[config.mk]
export PLATFORM = sky130hd
export DESIGN_NAME = seq_sub_divider
export DESIGN_NICKNAME = d
export VERILOG_FILES = /design/src/rtl/seq_sub_divider_pkg.sv /design/src/rtl/seq_sub_divider_div_step.sv /design/src/rtl/seq_sub_divider.sv
export SDC_FILE = /design/constraint.sdc
export NUM_CORES = 1
export LEC_CHECK = 0
export CORE_MARGIN = 1
export CORE_UTILIZATION = 47
export CTS_CLUSTER_DIAMETER = 60
export CTS_CLUSTER_SIZE = 20
export DETAILED_ROUTE_END_ITERATION = 16
export GPL_TIMING_DRIVEN = 1
export PLACE_DENSITY = 0.77
export SYNTH_ARGS = -nofsm -noshare
export SYNTH_HDL_FRONTEND = slang
export SYNTH_SLANG_ARGS = --single-unit
[constraint.sdc]
create_clock -name clk -period 3.35 [get_ports clk]
set_clock_uncertainty 0.15 [all_clocks]
set_input_delay 0.67 -clock clk [delete_from_list [all_inputs] [get_ports clk]]
set_output_delay 0.67 -clock clk [all_outputs]
set_load 0.005 [all_outputs]
[src/rtl/seq_sub_divider_pkg.sv]
// Shared definitions for the iterative signed divider: FSM encoding,
// default operand width and the most-negative constant helper.
package seq_sub_divider_pkg;

  localparam int unsigned DEFAULT_WIDTH = 16;

  typedef enum logic [1:0] {
    IDLE = 2'd0,
    RUN  = 2'd1,
    FIX  = 2'd2,
    DONE = 2'd3
  } state_e;

  function automatic logic [63:0] most_neg(input int unsigned w);
    return 64'd1 << (w - 1);
  endfunction

endpackage

[src/rtl/seq_sub_divider_div_step.sv]
// One restoring shift-and-subtract step on magnitudes; the subtraction is
// WIDTH+1 bits so that |divisor| = 2**(WIDTH-1) is handled.
module seq_sub_divider_div_step
  import seq_sub_divider_pkg::*;
#(
  parameter int unsigned WIDTH = DEFAULT_WIDTH
) (
  input  logic [WIDTH-1:0] rem_i,
  input  logic             bit_i,
  input  logic [WIDTH:0]   dvs_i,
  output logic [WIDTH-1:0] rem_o,
  output logic             qbit_o
);

  logic [WIDTH:0] shifted;
  logic [WIDTH:0] diff;

  // Partial remainder stays below |divisor| <= 2**(WIDTH-1), so WIDTH bits hold it.
  always_comb begin
    shifted = {rem_i, bit_i};
    diff    = shifted - dvs_i;
    qbit_o  = ~diff[WIDTH];
    rem_o   = qbit_o ? diff[WIDTH-1:0] : shifted[WIDTH-1:0];
  end

endmodule

[src/rtl/seq_sub_divider.sv]
// Iterative signed divider: magnitude restoring division over WIDTH cycles,
// sign fix-up, then results held under a valid/ready handshake.
module seq_sub_divider
  import seq_sub_divider_pkg::*;
#(
  parameter int unsigned WIDTH = DEFAULT_WIDTH
) (
  input  logic             clk,
  input  logic             rst_n,
  input  logic             start,
  input  logic [WIDTH-1:0] dividend,
  input  logic [WIDTH-1:0] divisor,
  output logic             busy,
  output logic             out_valid,
  input  logic             out_ready,
  output logic [WIDTH-1:0] quotient,
  output logic [WIDTH-1:0] remainder,
  output logic             div_zero,
  output logic             overflow
);

  localparam int unsigned CW = (WIDTH > 1) ? $clog2(WIDTH) : 1;
  localparam logic [WIDTH-1:0] MOST_NEG = WIDTH'(most_neg(WIDTH));

  state_e           state_q, state_d;
  logic [CW-1:0]    cnt_q, cnt_d;
  logic [WIDTH-1:0] q_q, q_d;
  logic [WIDTH-1:0] rem_q, rem_d;
  logic [WIDTH:0]   dvs_q, dvs_d;
  logic             neg_q_q, neg_q_d;
  logic             neg_r_q, neg_r_d;
  logic [WIDTH-1:0] quotient_q, quotient_d;
  logic [WIDTH-1:0] remainder_q, remainder_d;
  logic             div_zero_q, div_zero_d;
  logic             overflow_q, overflow_d;

  logic [WIDTH-1:0] dvd_abs;
  logic [WIDTH:0]   dvs_sext;
  logic [WIDTH:0]   dvs_abs;
  logic [WIDTH-1:0] step_rem;
  logic             step_qbit;

  seq_sub_divider_div_step #(.WIDTH(WIDTH)) u_step (
    .rem_i  (rem_q),
    .bit_i  (q_q[WIDTH-1]),
    .dvs_i  (dvs_q),
    .rem_o  (step_rem),
    .qbit_o (step_qbit)
  );

  // q_q starts as |dividend| and fills with quotient bits from the LSB as the
  // dividend bits shift out of the MSB into the step.
  always_comb begin
    dvd_abs  = dividend[WIDTH-1] ? ('0 - dividend) : dividend;
    dvs_sext = {divisor[WIDTH-1], divisor};
    dvs_abs  = dvs_sext[WIDTH] ? ('0 - dvs_sext) : dvs_sext;
  end

  always_comb begin
    state_d     = state_q;
    cnt_d       = cnt_q;
    q_d         = q_q;
    rem_d       = rem_q;
    dvs_d       = dvs_q;
    neg_q_d     = neg_q_q;
    neg_r_d     = neg_r_q;
    quotient_d  = quotient_q;
    remainder_d = remainder_q;
    div_zero_d  = div_zero_q;
    overflow_d  = overflow_q;
    unique case (state_q)
      IDLE: begin
        if (start) begin
          neg_q_d    = dividend[WIDTH-1] ^ divisor[WIDTH-1];
          neg_r_d    = dividend[WIDTH-1];
          q_d        = dvd_abs;
          rem_d      = '0;
          dvs_d      = dvs_abs;
          cnt_d      = CW'(WIDTH - 1);
          div_zero_d = 1'b0;
          overflow_d = 1'b0;
          if (divisor == '0) begin
            div_zero_d  = 1'b1;
            quotient_d  = '1;
            remainder_d = dividend;
            state_d     = DONE;
          end else if (dividend == MOST_NEG && divisor == '1) begin
            overflow_d  = 1'b1;
            quotient_d  = MOST_NEG;
            remainder_d = '0;
            state_d     = DONE;
          end else begin
            state_d = RUN;
          end
        end
      end
      RUN: begin
        rem_d = step_rem;
        q_d   = {q_q[WIDTH-2:0], step_qbit};
        if (cnt_q == '0) state_d = FIX;
        else             cnt_d   = cnt_q - 1'b1;
      end
      FIX: begin
        quotient_d  = neg_q_q ? ('0 - q_q) : q_q;
        remainder_d = neg_r_q ? ('0 - rem_q) : rem_q;
        state_d     = DONE;
      end
      DONE: begin
        if (out_ready) state_d = IDLE;
      end
      default: state_d = IDLE;
    endcase
  end

  always_ff @(posedge clk or negedge rst_n) begin
    if (!rst_n) begin
      state_q     <= IDLE;
      cnt_q       <= '0;
      q_q         <= '0;
      rem_q       <= '0;
      dvs_q       <= '0;
      neg_q_q     <= 1'b0;
      neg_r_q     <= 1'b0;
      quotient_q  <= '0;
      remainder_q <= '0;
      div_zero_q  <= 1'b0;
      overflow_q  <= 1'b0;
    end else begin
      state_q     <= state_d;
      cnt_q       <= cnt_d;
      q_q         <= q_d;
      rem_q       <= rem_d;
      dvs_q       <= dvs_d;
      neg_q_q     <= neg_q_d;
      neg_r_q     <= neg_r_d;
      quotient_q  <= quotient_d;
      remainder_q <= remainder_d;
      div_zero_q  <= div_zero_d;
      overflow_q  <= overflow_d;
    end
  end

  assign busy      = (state_q != IDLE);
  assign out_valid = (state_q == DONE);
  assign quotient  = quotient_q;
  assign remainder = remainder_q;
  assign div_zero  = div_zero_q;
  assign overflow  = overflow_q;

endmodule
# Word-level counts from Yosys, hierarchy flattened
# Index checks and enable logic that the tools add are counted.
# totals
regBits,91
inputBits,36
output_inout_bits,36
elab_cells,70
# classes
add_sub_neg,6
eq_ne,10
n_mux,29
bitwise_logic,2
reduce_logical,12
# op_table
cell,count
16-bit 2-to-1 mux,12
16-bit one-hot mux with 2 select lines,4
"1-bit by 16-bit subtractor with 16-bit output, first input constant",3
"16-bit == test, second input constant",2
17-bit 2-to-1 mux,1
"1-bit by 16-bit subtractor with 17-bit output, first input constant",1
17-bit subtractor,1
16-bit logical NOT,1
2-bit 2-to-1 mux,5
3-bit AND reduction,3
4-bit 2-to-1 mux,2
2-bit one-hot mux with 4 select lines,1
4-bit one-hot mux with 2 select lines,1
"2-bit != test, second input constant",3
2-bit nonzero test,3
"2-bit == test, second input constant",2
4-bit logical NOT,1
2-bit AND reduction,2
"4-bit by 1-bit subtractor with 4-bit output, second input constant",1
1-bit 2-to-1 mux,3
"3-bit != test, second input constant",1
"2-bit by 1-bit == test with 1-bit output, second input constant",1
2-bit logical NOT,1
"2-bit by 1-bit != test with 1-bit output, second input constant",1
3 further kinds,3

# Logic depth before layout (Yosys ltp)
# Gate-level depths: netlist of run 1.
# logic_depth
ltp_word,6
depth_mapped,11
ltp_nobuf,9

# By module
# A second synthesis of run 1 with hierarchy kept.
# unflattened
cells_unflattened,719
hier_area_um2,6343.6
# modules_own_cells
module,instances,cells_each,area_per_inst_um2,seq_area_each_um2
seq_sub_divider,1,574,5183.7,2277.2
seq_sub_divider_div_step,1,145,1159.9,0.0

# Least setup slack after synthesis of run 1
# Ideal clock, no wire load.
# synth_timing
kind,flip-flop to flip-flop
startpoint,reg q_q[15]
endpoint,reg rem_q[2]
setup_time_ps,116
t_arrival_ps,2470
t_required_ps,3084
setup_slack_ps,614
path_stages_with_launch,12
path_buffers,2
synth_period_minus_slack_ps,2736
path_cell_list,dfrtp_1 inv_1 ha_1 fa_1 nand2b_1 a21oi_1 o21ai_0 a21oi_1 clkbuf_1 clkbuf_1 o2111ai_1 o311ai_0
# synth_between
elab_chain_cells,3
# synth_rtl
element,line,source
start: declaration,seq_sub_divider.sv:27,"logic [WIDTH-1:0] q_q, q_d;"
start signal: assignment,seq_sub_divider.sv:131,q_q <= q_d;
17-bit subtractor,seq_sub_divider_div_step.sv:21,diff = shifted - dvs_i;
16-bit 2-to-1 mux,seq_sub_divider_div_step.sv:23,rem_o = qbit_o ? diff[WIDTH-1:0] : shifted[WIDTH-1:0];
16-bit one-hot mux with 2 select lines,seq_sub_divider.sv:71,unique case (state_q)
end signal: assignment,seq_sub_divider.sv:132,rem_q <= rem_d;
end: declaration,seq_sub_divider.sv:28,"logic [WIDTH-1:0] rem_q, rem_d;"
# No other way between the ends.
# A chain may end at the register's enable or synchronous reset.

# Worst setup path after layout of run 1
# layout_timing
startpoint,in dividend[0]
endpoint,"reg remainder_q[7], in the netlist remainder[7]"
# layout_between
elab_chain_cells,4
# layout_rtl
element,line,source
start: declaration,seq_sub_divider.sv:11,"input logic [WIDTH-1:0] dividend,"
16-bit == test,seq_sub_divider.sv:87,end else if (dividend == MOST_NEG && divisor == '1) begin
1-bit logical AND,seq_sub_divider.sv:87,
3-bit != test (no line),--,
3-bit AND reduction (no line),--,
end signal: assignment,seq_sub_divider.sv:137,remainder_q <= remainder_d;
end: declaration,seq_sub_divider.sv:33,"logic [WIDTH-1:0] remainder_q, remainder_d;"
# No other way between the ends.

==> results of run 1 <==
[cell families (layout without fill, tap and decap cells)]
family,after synthesis,after routing
and+or+nand+nor,245,245
AOI/OAI and AO/OA,237,237
DFF,91,91
buffers and inverters,77,160
xor gates and xnor gates,66,66
adders and majority gates,28,28
muxes,8,8
[registers in the layout (all words and copies together) (netlist names)]
name       flops
neg_q_q        1
remainder     16
cnt_q          4
state_q        2
dvs_q         17
overflow       1
quotient      16
neg_r_q        1
rem_q         16
div_zero       1
q_q           16
[where the power goes]
part | leakage [nW] | internal, mW | switching, mW | total [mW]
sequential | 1.10 | 1.60 | 0.487 | 2.09
clock | 0.149 | 0.577 | 0.441 | 1.02
combinational | 1.93 | 2.00 | 2.47 | 4.48
total | 3.19 | 4.18 | 3.40 | 7.58
[final cells by class]
cell class | instances | area (um2)
clock inverter | 7 | 67.6
sequential | 91 | 2280
tap | 172 | 215
clock buffer | 9 | 225
fill | 1117 | 5180
inverter | 33 | 124
timing repair buffer | 111 | 1060
multi-input combinational | 584 | 3680
[synth_stat cells, types with 5 or more instances]
| master | count |
|---|---|
| sky130_fd_sc_hd__a21oi_1 | 66 |
| sky130_fd_sc_hd__a22oi_1 | 14 |
| sky130_fd_sc_hd__and3_1 | 6 |
| sky130_fd_sc_hd__clkbuf_1 | 36 |
| sky130_fd_sc_hd__dfrtp_1 | 91 |
| sky130_fd_sc_hd__ha_1 | 27 |
| sky130_fd_sc_hd__inv_1 | 33 |
| sky130_fd_sc_hd__mux2i_1 | 6 |
| sky130_fd_sc_hd__nand2_1 | 110 |
| sky130_fd_sc_hd__nand2b_1 | 12 |
| sky130_fd_sc_hd__nor2_1 | 54 |
| sky130_fd_sc_hd__nor2b_1 | 5 |
| sky130_fd_sc_hd__nor3_1 | 9 |
| sky130_fd_sc_hd__o211ai_1 | 14 |
| sky130_fd_sc_hd__o21ai_0 | 77 |
| sky130_fd_sc_hd__o31ai_1 | 17 |
| sky130_fd_sc_hd__o41ai_1 | 13 |
| sky130_fd_sc_hd__or2_2 | 5 |
| sky130_fd_sc_hd__or3_1 | 11 |
| sky130_fd_sc_hd__or4_1 | 8 |
| sky130_fd_sc_hd__xnor2_1 | 31 |
| sky130_fd_sc_hd__xor2_1 | 35 |
[layer usage]
metal / track usage / wire length, um / vias to the layer above
li1: - / - / 2832
met1: 0.325 / 7360 / 2763
met2: 0.401 / 7840 / 214
met3: 0.0359 / 856 / 39
met4: 0.126 / 568 / 0
met5: 0 / 0 / -
[worst max-delay path: cells and delay by family]
| family | cells | cell delay (ns) |
|---|---|---|
| compound gates | 2 | 0.37 |
| fa+ha+maj | 1 | 0.18 |
| simple gates | 4 | 1.01 |
| buf+inv | 4 | 1.00 |
[metrics by stage]
stage / hold WS, ns / cell area (um2) / total power [mW] / util
2_1_floorplan: 0.224 / 6280 / 5.05 / -
3_3_place_gp: 0.314 / 7350 / 6.35 / 0.573
3_5_place_dp: 0.318 / 7350 / 6.53 / 0.573
4_1_cts: 0.331 / 7650 / 7.57 / 0.596
5_1_grt: 0.361 / 7650 / 8.24 / 0.596
6_report: 0.327 / 7650 / 7.58 / 0.596
[path summary, 6_finish.rpt]
kind	end	slack, ns	cells after the start
hold reg to reg	dvs_q[15]$_DFFE_PN0P_	0.33	2
max in group asynchronous	remainder[5]$_DFFE_PN0P_	1.95	1
setup reg to reg	rem_q[1]$_DFFE_PN0P_	0.24	9
hold / removal	dvs_q[15]$_DFFE_PN0P_	0.33	2
setup / recovery	remainder[7]$_DFFE_PN0P_	0.23	11
min in group asynchronous	quotient[6]$_DFFE_PN0P_	0.36	1
==> results.md, run 1 <==
Outcome:
- The run finished with clean final reports.

Route:
- The final wirelength is 16.6 mm.
- After detailed routing, the number of remaining DRC violations is 0.
- The number of design-rule violations left by the first detailed-router iteration is 395.
- The remaining antenna violation count after routing is 0.
- The per-cell via count in the routed design is 5.81.
- The number of optimization iterations in the first detailed-route pass is 5.
- The routed layout has 5,848 vias.
- Dividing the detail-routed wire length by the instance count gives 16.5 um.

STA:
- The ratio of final minimum period to clock period is 0.931.
- For the finished layout, the period the worst path requires is 3.12 ns.
- The top achievable clock speed is 321 MHz.
- The final count of pins violating max slew is 0.
- The worst-case headroom to the max-slew limit is 0.196.
- The number of setup violations in the final report is 0.
- The smallest setup slack after layout is 0.230 ns.
- At the pin with the least slew margin, the transition time is 1.19 ns.
- The total count of hold-check failures in the final report is 0.
- After routing, the total negative slack on setup checks comes to 0 ns.
- Setup repair after global routing left no endpoint under its margin.

Run:
- The count of maximum capacitance violations is 0.

Cells and area:
- The layout cell share with drive strength beyond 1 is 0.0910.
- 0 antenna diodes ended up in the layout.
- From synthesis to final layout, the design area changed by 21.7%.
- The number of standard cells in the final layout excluding fillers is 1,007.
- The net count of the finished layout is 894.
- Leaving out fill and tap cells, the most frequent cells in the layout are sky130_fd_sc_hd__nand2_1 (110), sky130_fd_sc_hd__dfrtp_1 (91), sky130_fd_sc_hd__o21ai_0 (77), sky130_fd_sc_hd__clkdlybuf4s50_1 (70), sky130_fd_sc_hd__a21oi_1 (66).
- The most common library cell in the layout ignoring fill and taps is sky130_fd_sc_hd__nand2_1.

Placed design:
- The worst setup timing slack at the placement stage is -0.0628 ns.
- Port buffering added 71 buffers.
- After detailed placement, the design holds a cell count of 991.
- The detailed placer's ending HPWL is 12.6 mm.
- The congestion estimate from routability-driven global placement came to 0.895.

Critical path:
- The startpoint of the most critical register-to-register path is q_q[15]$_DFFE_PN0P_.
- The timing startpoint of the critical path is dividend[0].
- The worst setup path is launched from an input pin.
- The arrival time at the worst endpoint is 3.24 ns.
- The critical path's slowest cell is sky130_fd_sc_hd__or3b_2.
- The critical path is of the input pin to flip-flop type.
- The worst setup path is captured at a flip-flop.
- The data required time at the worst endpoint is 3.47 ns.
- The most repeated library cell on the critical path is sky130_fd_sc_hd__buf_4.
- The peak fanout along the critical path is 9.
- The biggest cell delay along the critical path is 0.50 ns.
- Traced cell by cell, the critical path runs through clkdlybuf4s50_1 -> inv_1 -> ha_1 -> or3b_2 -> nor3_1 -> buf_4 -> nand4b_1 -> o221ai_4 -> buf_4 -> nor2_1 -> a21oi_1.

Die:
- The overall die height is 118 um.
- The number of rows created at floorplan is 41.
- The I/O pin count is 72.
- The area of the placeable core is 12,800 um2.
- In this run the horizontal extent of the chip is 118 um.
- The die area is 13,800 um2.
- For this configuration, the core starts out at a cell density of 0.490.

Synthesis:
- Counting distinct cell types in the post-synthesis netlist gives 60.
- The library cell with the largest summed area after synthesis is sky130_fd_sc_hd__dfrtp_1.
- The Yosys step of the flow raised 0 warnings.
- The mean instance size in the synthesized netlist is 8.35 um2.
- The post-synthesis adder-cell area fraction is 0.0570.
- The fraction of synthesized cell area taken by the top area cell type is 0.363.
- Of the total synthesized cell area, the portion taken by AND, OR, NAND and NOR gates is 0.186.
- The largest family of logic cells by synthesized area is compound AO/OA/AOI/OAI gates.
- Yosys mapped a number of flops with a built-in enable equal to 0.
- The share of the synthesized area in compound gates (AO/OA/AOI/OAI) came to 0.237.
- The cell count after synthesis came out at 752.
- After synthesis the netlist holds a flip-flop and latch count of 91.
- The parity-gate share of the synthesized area counting xor and xnor cells is 0.0920.
- By area the synthesized netlist is led by sky130_fd_sc_hd__dfrtp_1 (36%), sky130_fd_sc_hd__nand2_1 (6.6%), sky130_fd_sc_hd__o21ai_0 (6.1%), sky130_fd_sc_hd__ha_1 (5.4%), sky130_fd_sc_hd__a21oi_1 (5.3%).
- Measured against the total synthesized area, the mux share comes to 0.0131.
- In the synthesized netlist the dominant register cell turns out to be sky130_fd_sc_hd__dfrtp_1.
- The number of nets in the synthesized netlist is 816.
- The cell area that synthesis handed to floorplanning was 6280 um2.
- The fraction of registers with async set/reset is 1.00.
- The share of synthesized area occupied by flip-flops and latches is 0.363.

Pwr:
- The leakage power is 3.19 nW.
- For this design the ratio of total power to cell area is 991 nW/um2.
- The worst voltage drop across the vdd grid is 0.000306 V.

Global route:
- The overflow left after global routing is 0.
- The number of antenna violations at the first check in global routing is 0.
- Entering global routing, the biggest net connects 92 pins.
- The via count of the first global-routing pass is 5,619.
- The first global-routing pass estimated 27.8 mm of wire.
- The global routing usage summed across all routing layers is 0.249.

Worst hold path:
- The worst min-delay path class is flip-flop to flip-flop.
- The startpoint of the worst hold path is dvs_q[15]$_DFFE_PN0P_.

Clock tree:
- The clock tree from TritonCTS is yes.
- For the worst-skew pair, the clock arrives at the later sink with an insertion delay of 0.35 ns.
- The number of CTS-inserted buffers is 9.
- The H-tree level count is 3.
- The post-cts gate resize count is 0.
- The root buffer cell is sky130_fd_sc_hd__clkbuf_16.
- The number of clock sinks seen by CTS is 91.
- The clock transition at the registers of the reported paths is 0.06 ns.
- The number of buffers inserted by hold repair at cts is 0.
- The clock passes through at most 2 buffers.
- Once the clock tree was built, the setup fixing pass inserted 0 buffers.
No activity file was read; power rests on OpenSTA's default activity.
==> inputs of run 2 (changes only) <==
--- a/config.mk
+++ b/config.mk
@@ -12,6 +12,7 @@
 export DETAILED_ROUTE_END_ITERATION = 16
 export GPL_TIMING_DRIVEN = 1
 export PLACE_DENSITY = 0.77
+export SKIP_LAST_GASP = 1
 export SYNTH_ARGS = -nofsm -noshare
 export SYNTH_HDL_FRONTEND = slang
 export SYNTH_SLANG_ARGS = --single-unit
==> results of run 2 <==
Final layout, timing and power as in run 1 (identical DEF).
==> inputs of run 3 (changes only) <==
--- a/config.mk
+++ b/config.mk
@@ -5,6 +5,7 @@
 export SDC_FILE = /design/constraint.sdc
 export NUM_CORES = 1
 export LEC_CHECK = 0
+export CAP_MARGIN = 20
 export CORE_MARGIN = 1
 export CORE_UTILIZATION = 47
 export CTS_CLUSTER_DIAMETER = 60
==> run 3 against run 2 <==
  * Via count is 0.36% higher
  * Highest routed layer unchanged
  * Final cell count grew 0.20%
  * Critical endpoint unchanged
  * Power grew 0.25%
  * Sequential cell count did not move
  * Maximum frequency grew 0.56%
  * Register-to-register slack better by 0.02 ns
  * Critical path type unchanged
  * Sequential power about the same
  * Core utilization is 0.25 points higher
  * Non-clock buffer count increased by 2
  * Global-route usage is the same
  * Largest power group unchanged
==> results.md, run 3 (same netlist as run 1, synthesis figures left out) <==
Outcome:
- The flow ran to the end, and the final reports show no timing, DRC or antenna violations.

Clock tree:
- The H-tree level count came to 3 (unchanged).
- The worst-case clock buffer depth is 2 (unchanged).
- The clock latency on the worst-skew pair came to 0.35 ns (about the same).
- The number of buffers added for setup after CTS was 0 (unchanged).
- The number of CTS-inserted buffers is 9 (unchanged).
- The clock transition at the registers of the reported paths is 0.07 ns (about the same).
- The number of clock sinks seen by CTS is 91 (unchanged).
- The number of buffers inserted by hold repair at cts is 0 (unchanged).
- CTS placed an instance of sky130_fd_sc_hd__clkbuf_16 at the clock tree root.
- The clock tree from TritonCTS is yes.
- The post-cts gate resize count is 0 (unchanged).

Critical path:
- In this design, the critical path's most frequently occurring cell is sky130_fd_sc_hd__buf_4.
- The arrival time at the worst endpoint came to 3.22 ns (-0.02 ns).
- The startpoint of the most critical register-to-register path is q_q[15]$_DFFE_PN0P_.
- The critical path capture point type is a flip-flop.
- STA classifies the critical path startpoint as an input pin.
- The minimum setup slack among reg-to-reg paths was 0.26 ns (+0.02 ns).
- The peak fanout along the critical path came to 9 (unchanged).
- The data required time at the worst endpoint is 3.47 ns (about the same).
- The biggest cell delay along the critical path is 0.50 ns (about the same).
- In this run the critical register-to-register path is captured at rem_q[1]$_DFFE_PN0P_.
- Walking the worst path, the cells encountered are clkdlybuf4s50_1 -> inv_1 -> ha_1 -> or3b_2 -> nor3_1 -> buf_4 -> nand4b_1 -> o221ai_4 -> buf_4 -> nor2_1 -> a21oi_1.
- The type of the setup path with the least slack is input pin to flip-flop.
- The number of cells traversed by the worst register-to-register path is 9 (unchanged).
- The critical path's slowest cell is sky130_fd_sc_hd__or3b_2.

Cells and area:
- The number of diodes came to 0 (unchanged).
- The layout cell share with drive strength beyond 1 came to 0.0932 (+0.00217).
- The end-of-flow core utilization is 0.599 (+0.00254).
- The most common library cell in the layout ignoring fill and taps is sky130_fd_sc_hd__nand2_1.
- Counting flops per register, the top entry is dvs_q.
- The flip-flop count of the largest register after layout is 17 (unchanged).
- The relative area change from synthesis to final layout is 22.3%.
- The filler cell count in the final layout was 1,113 (-0.36%).
- In the layout the commonest cells are sky130_fd_sc_hd__nand2_1 (110), sky130_fd_sc_hd__dfrtp_1 (91), sky130_fd_sc_hd__o21ai_0 (77), sky130_fd_sc_hd__clkdlybuf4s50_1 (70), sky130_fd_sc_hd__a21oi_1 (66).
- The number of nets in the layout is 896 (+0.22%).

Global route:
- The number of antenna violations at the first check in global routing is 0 (unchanged).
- The most heavily used metal layer in global routing is met2.
- The met1 track utilization from global routing is 0.325 (unchanged).
- The via count of the first global-routing pass came to 5,619 (unchanged).
- The met2 track demand over resource in global routing came to 0.401 (unchanged).
- The pin count of the biggest net entering global routing is 92 (unchanged).
- The global routing usage summed across all routing layers is 0.249 (unchanged).
- The overflow left after global routing is 0 (unchanged).
- The met3 track utilization from global routing was 0.0359 (unchanged).
- The wire length of the first global-routing pass is 27.8 mm (unchanged).

Pwr:
- The worst voltage drop across the vdd grid is 0.000307 V (+0.29%).
- The areal power density over the cells is 990 nW/um2 (-0.17%).
- The leakage power was 3.20 nW (+0.54%).

Route:
- The final wirelength is 16.7 mm (+0.20%).
- The remaining antenna violation count after routing is 0 (unchanged).
- The total number of vias is 5,869 (+0.36%).
- The number of optimization iterations in the first detailed-route pass is 5 (unchanged).
- The remaining design rule violation count came to 0 (unchanged).
- The number of design-rule violations left by the first detailed-router iteration is 462 (+17%).
- The per-cell via count in the routed design is 5.82 (+0.16%).
- The average wire per cell in the routed design is 16.5 um (about the same).

Placed design:
- The worst setup timing slack at the placement stage is -0.0628 ns (unchanged).
- The final weighted congestion of routability-driven global placement is 0.895 (unchanged).
- The number of I/O port buffers was 71 (unchanged).
- The detailed placer's ending HPWL came to 12.6 mm (unchanged).

Run:
- The count of maximum capacitance violations is 0 (unchanged).

Die:
- The overall die height is 118 um (unchanged).
- The die width was 118 um (unchanged).
- The area of the placeable core is 12,800 um2 (unchanged).
- The starting utilization of the core area was 0.490 (unchanged).
- The I/O pin count is 72 (unchanged).
- The die area is 13,800 um2 (unchanged).
- The number of rows created at floorplan is 41 (unchanged).

STA:
- The final count of pins violating max slew is 0 (unchanged).
- The summed negative setup slack over all endpoints is 0 ns (unchanged).
- The slew at the pin closest to its max-slew limit is 0.691 ns (-0.502 ns).
- The worst-case headroom to the max-slew limit is 0.539 (+0.343).
- Setup repair after global routing left no endpoint under its margin.
- The ratio of final minimum period to clock period is 0.926 (-0.00520).
- The minimum clock period after layout is 3.10 ns (-0.0174 ns).
- The total count of hold-check failures in the final report was 0 (unchanged).
- The top achievable clock speed is 322 MHz (+0.56%).
- The smallest setup slack after layout is 0.248 ns (+0.0174 ns).
- The number of setup violations in the final report is 0 (unchanged).
- The final worst hold slack is 0.0629 ns (-0.264 ns).

Worst hold path:
- The min-delay analysis places its worst path in the category input pin to async pin.
==> run 3: cell count changes in the layout (fill, tap and decap cells not counted), sizes merged <==
cell / before / now
buf: 41 / 43
==> run 3: worst max path at each step <==
stage,depth (start not counted),end,startpoint
finish,11,remainder[7]$_DFFE_PN0P_,dividend[0]
global route,9,rem_q[1]$_DFFE_PN0P_,q_q[15]$_DFFE_PN0P_
CTS,9,rem_q[1]$_DFFE_PN0P_,q_q[15]$_DFFE_PN0P_
detailed placement,11,remainder[4]$_DFFE_PN0P_,dividend[0]
global placement,11,remainder[3]$_DFFE_PN0P_,dividend[0]
floorplan,11,rem_q[2]$_DFFE_PN0P_,q_q[15]$_DFFE_PN0P_
==> run 3: per-stage QoR <==
step | instances | power [mW] | area [um2]
after floorplan | 752 | 5.05 | 6280
after global placement | 991 | 6.35 | 7350
after detailed placement | 991 | 6.53 | 7350
after CTS | 1007 | 7.57 | 7650
after global routing | 1009 | 8.25 | 7680
final | 1009 | 7.60 | 7680
==> run 3: critical path, delay by kind of cell <==
family / cells / cell delay (ns)
buffers and inverters: 4 / 1.00
adders and majority gates: 1 / 0.18
and+or+nand+nor: 4 / 0.99
AOI/OAI and AO/OA: 2 / 0.37
==> run 3: area by class of cell <==
cell class	count	area (um2)	share of cell area
sequential	91	2280	0.297
multi-input combinational	584	3680	0.479
clock inverter	7	67.6	0.00880
timing repair buffer	113	1090	0.142
clock buffer	9	225	0.0293
tap	172	215	0.0280
inverter	33	124	0.0161
==> run 3: power by group <==
group          switching [mW]  leakage (nW)  internal [mW]
Sequential              0.490          1.10           1.60
Clock                   0.443         0.149          0.577
Combinational            2.48          1.95           2.01
Total                    3.41          3.20           4.19
==> run 3: routing by layer <==
metal  wire length, um  vias to the layer above
met5                 0                        -
met4               609                        0
met3              1000                       42
met2              7810                      240
met1              7230                     2754
li1                  -                     2833
